File: config.mk
export PLATFORM = sky130hd
export DESIGN_NAME = stim_lfsr32
export DESIGN_NICKNAME = d
export VERILOG_FILES = /design/src/rtl/stim_chk_pkg.sv /design/src/rtl/stim_lfsr32.sv
export SDC_FILE = /design/constraint.sdc
export NUM_CORES = 1
export LEC_CHECK = 0
export ABC_AREA = 1
export ABC_CLOCK_PERIOD_IN_PS = 900
export CAP_MARGIN = 20
export CORE_ASPECT_RATIO = 0.7
export CORE_UTILIZATION = 35
export CTS_CLUSTER_DIAMETER = 30
export DETAILED_ROUTE_END_ITERATION = 6
export GPL_TIMING_DRIVEN = 0
export HOLD_SLACK_MARGIN = 0.03
export MAX_ROUTING_LAYER = met4
export PLACE_DENSITY = 0.71
export SETUP_SLACK_MARGIN = 0.5
export SYNTH_ARGS = -nofsm -noshare
export SYNTH_HDL_FRONTEND = slang
export SYNTH_SLANG_ARGS = --single-unit
File: constraint.sdc
create_clock -name clk -period 0.9 [get_ports clk]
set_input_delay 0.18 -clock clk [delete_from_list [all_inputs] [get_ports clk]]
set_output_delay 0.18 -clock clk [all_outputs]
set_load 0.03 [all_outputs]
File: src/rtl/stim_chk_pkg.sv
// Shared constants and helpers for the stimulus/response checker:
// FSM state encodings, Galois LFSR mask, default seed and the seed/step functions.
package stim_chk_pkg;

    typedef logic [1:0] state_t;

    localparam state_t ST_IDLE     = 2'd0;
    localparam state_t ST_RST_HOLD = 2'd1;
    localparam state_t ST_RUN      = 2'd2;
    localparam state_t ST_DONE     = 2'd3;

    localparam logic [31:0] LFSR_MASK    = 32'h8020_0003;
    localparam logic [31:0] DEFAULT_SEED = 32'hACE1_0001;

    // An all-zero seed would lock the LFSR, so it is replaced by 1.
    function automatic logic [31:0] fix_seed(input logic [31:0] s);
        return (s == 32'd0) ? 32'd1 : s;
    endfunction

    function automatic logic [31:0] lfsr_next(input logic [31:0] s);
        return {1'b0, s[31:1]} ^ (s[0] ? LFSR_MASK : 32'd0);
    endfunction

endpackage

File: src/rtl/stim_lfsr32.sv
// 32-bit right-shifting Galois LFSR with synchronous seed load and advance.
module stim_lfsr32
    import stim_chk_pkg::*;
#(
    parameter logic [31:0] RESET_SEED = DEFAULT_SEED
) (
    input  logic        clk,
    input  logic        rst,
    input  logic        load,
    input  logic [31:0] seed,
    input  logic        advance,
    output logic [31:0] q
);

    logic [31:0] q_q;
    logic [31:0] q_d;

    always_comb begin
        q_d = q_q;
        if (load) begin
            q_d = seed;
        end else if (advance) begin
            q_d = lfsr_next(q_q);
        end
    end

    always_ff @(posedge clk or posedge rst) begin
        if (rst) begin
            q_q <= RESET_SEED;
        end else begin
            q_q <= q_d;
        end
    end

    assign q = q_q;

endmodule

==> results.ini <==
[floorplanning]
ioPinCount = 68
die_area_um2 = 4450
die_h_um = 56.1
core_area_um2 = 3970
start_util = 0.369
fp.dieW_um = 79.3
rows = 19

[timing]
tightest_slew_ns = 0.235
fin_skew_ns = 0.00513
fmax_mhz = 861
setup_ws_ns = -0.261
holdWs_ns = 0.121
hold_viol = 0
rsz0062_at_grt = yes
period_share = 1.29
slew_headroom = 0.843
finalMaxSlewViolations = 0
fin_crit_ns = 1.16
setup-violations-final = 36

[yosys]
yosysUniqueCellTypes = 11
async_flop_share = 1.00
synth-seq-cells = 32
synth_top_cell_area_share = 0.393
synth_flop_cell = dfrtp_1
synth_common_cells = 99 x nand2_1, 32 x nand3_1, 23 x dfrtp_1, 9 x dfstp_2, 8 x inv_1
yosys-top-cells-area = dfrtp_1 39%, nand2_1 25%, dfstp_2 16%, nand3_1 11%, buf_2 2.4%
yosysWarningCount = 0
syn_inst = 187
synth-edff-count = 0
yosys.area.top_type = dfrtp_1
syn_area_um2 = 1470
seq_area_frac_synth = 0.554
synth_fp_nets = 223
syn_area_per_cell_um2 = 7.84
synth.most_common_cell = nand2_1

[worst_setup_path]
required_ns = 0.72
arrival_ns = 0.98
endpoint_kind = output port
rrSetupSlack_ns = -0.21
path_cells = buf_6
r2r_cells = 6
start_kind = flip-flop
critical_path.max_stage_delay_ns = 0.56
r2r_start = q[0]
crit_buf_inv = 1
timing.rr.end = q[21]
critical_path_class = flip-flop to output port
critPathSlowestCell = dfstp_2
cp_max_fo = 2
critical_path.top_delay_family = flip-flops

[pwr]
cell_internal_pwr_mw = 3.23
p_sw_frac = 0.326
p_switching_mw = 1.56
ir_drop_mv = 0.917
combPwrFrac = 0.386
p_total_mw = 4.79
p_leak_nw = 1.63
pwr-share-clk = 0.241
seq_power_share = 0.373
p_per_area_nw_per_um2 = 1480

[drt]
drtAntennaViolNets = 0
wl_per_cell_um = 14.9
viasPerCell = 4.85
routed_wl_mm = 5.40
drt-initial-drc-count = 59
dr.pass1.iters = 5
route.detailed.drc = 0
via_count = 1761

[grt]
grt_pass1_vias = 1680
antenna_found_initial = 0
grt_pass1_wl_mm = 7.68
grt_max_degree = 15
grt.overflow.total = 0
grt_usage = 0.234

[clock_tree]
cts_num_sinks = 32
cts_buffers = 5
h-tree-depth = 2
clk_latency_ns = 0.28
cts_tree = yes
clockBufferDepth = 2
clk_pin_slew_ns = 0.07
root_buffer = clkbuf_8

[status]
status = complete, but fails checks
violations = negative setup slack

[placed_design]
hpwlAfterDp_mm = 2.71
place_congestion = 0.730
pre_cts_ws_ns = -0.551
portBuffers = 66

[finish]
multi_input_area_um2 = 845
num_antenna_cells = 0
nFillCells = 249
drive_gt1_frac = 0.659
ff_latch_area_um2 = 840
final_nets = 346
largest_reg_flops = 32
syn2layout_area_growth_pct = 121

[job]
drv_cap = 0

[min_path]
min_path_type = input port to async pin

[what timing repair did]
action,in CTS,in global routing
gates cloned,1,1
endpoints found under the setup margin,96,64
hold buffers,0,0
resized for setup,301,40
endpoints found under the hold margin,0,0
pin swaps,16,9
buffers inserted,35,13
[cell families after synthesis]
kind of cell | share of synthesized area
simple gates | 0.378
flops | 0.554
buf+inv | 0.0572
compound gates | 0.0102
[power by group through the flow]
| stage | Clock, mW | Combinational [mW] | Sequential [mW] |
|---|---|---|---|
| 2_1_floorplan | 0 | 0.293 | 2.09 |
| 3_3_place_gp | 0 | 1.11 | 1.80 |
| 3_5_place_dp | 0 | 1.12 | 1.80 |
| 4_1_cts | 1.16 | 1.61 | 1.79 |
| 5_1_grt | 1.22 | 1.94 | 1.80 |
| 6_report | 1.16 | 1.85 | 1.79 |
[cell type report]
type / count / area share
buffer: 10 / 0.0313
clock buffer: 6 / 0.0255
clock inverter: 2 / 0.00309
inverter: 9 / 0.0116
multi-input combinational: 136 / 0.261
sequential: 32 / 0.259
tap: 52 / 0.0201
timing repair buffer: 115 / 0.386
timing repair inverter: 1 / 0.00232
[per-stage QoR]
| step | cell area, µm² | util | instances | setup TNS, ns |
|---|---|---|---|---|
| after global placement | 2270 | 0.572 | 305 | -31.06 |
| final | 3240 | 0.816 | 363 | -5.70 |
| after floorplan | 1540 | - | 187 | -0.162 |
| after detailed placement | 2270 | 0.572 | 305 | -31.87 |
| after CTS | 2970 | 0.749 | 349 | -5.74 |
| after global routing | 3240 | 0.816 | 363 | -6.58 |
[cells in the final DEF (no fill, tap or decap), types with 2 or more instances in the layout]
| cell type | count |
|---|---|
| clkbuf_2 | 3 |
| nand3_1 | 4 |
| nand2_1 | 59 |
| nand2_2 | 33 |
| dfrtp_2 | 22 |
| inv_2 | 2 |
| dfstp_2 | 9 |
| a21oi_1 | 3 |
| nor2_4 | 2 |
| buf_8 | 2 |
| clkbuf_8 | 6 |
| buf_6 | 73 |
| nand2_4 | 7 |
| buf_12 | 3 |
| nand3_2 | 28 |
| inv_1 | 6 |
| buf_4 | 9 |
| clkdlybuf4s50_1 | 32 |
| clkinvlp_4 | 2 |
| clkinv_2 | 2 |
[routing by layer]
layer  up-vias  part of all wire  track usage
met5         -                 0            -
met4         0             0.017       0.0649
met3        13             0.056       0.0623
met1       857              0.43        0.301
met2        61              0.49        0.363
li1        830                 -            -
[how the worst max path moves through the flow]
| stage | from | to | cells after the start |
|---|---|---|---|
| after global routing | q[0] | q[0] | 1 |
| final | q[21] | q[21] | 1 |
| after detailed placement | q[0] | q[0] | 1 |
| after CTS | q[0] | q[0] | 1 |
| after floorplan | q[0] | q[1] | 3 |
| after global placement | q[0] | q[0] | 1 |
No activity file was read; power rests on OpenSTA's default activity.
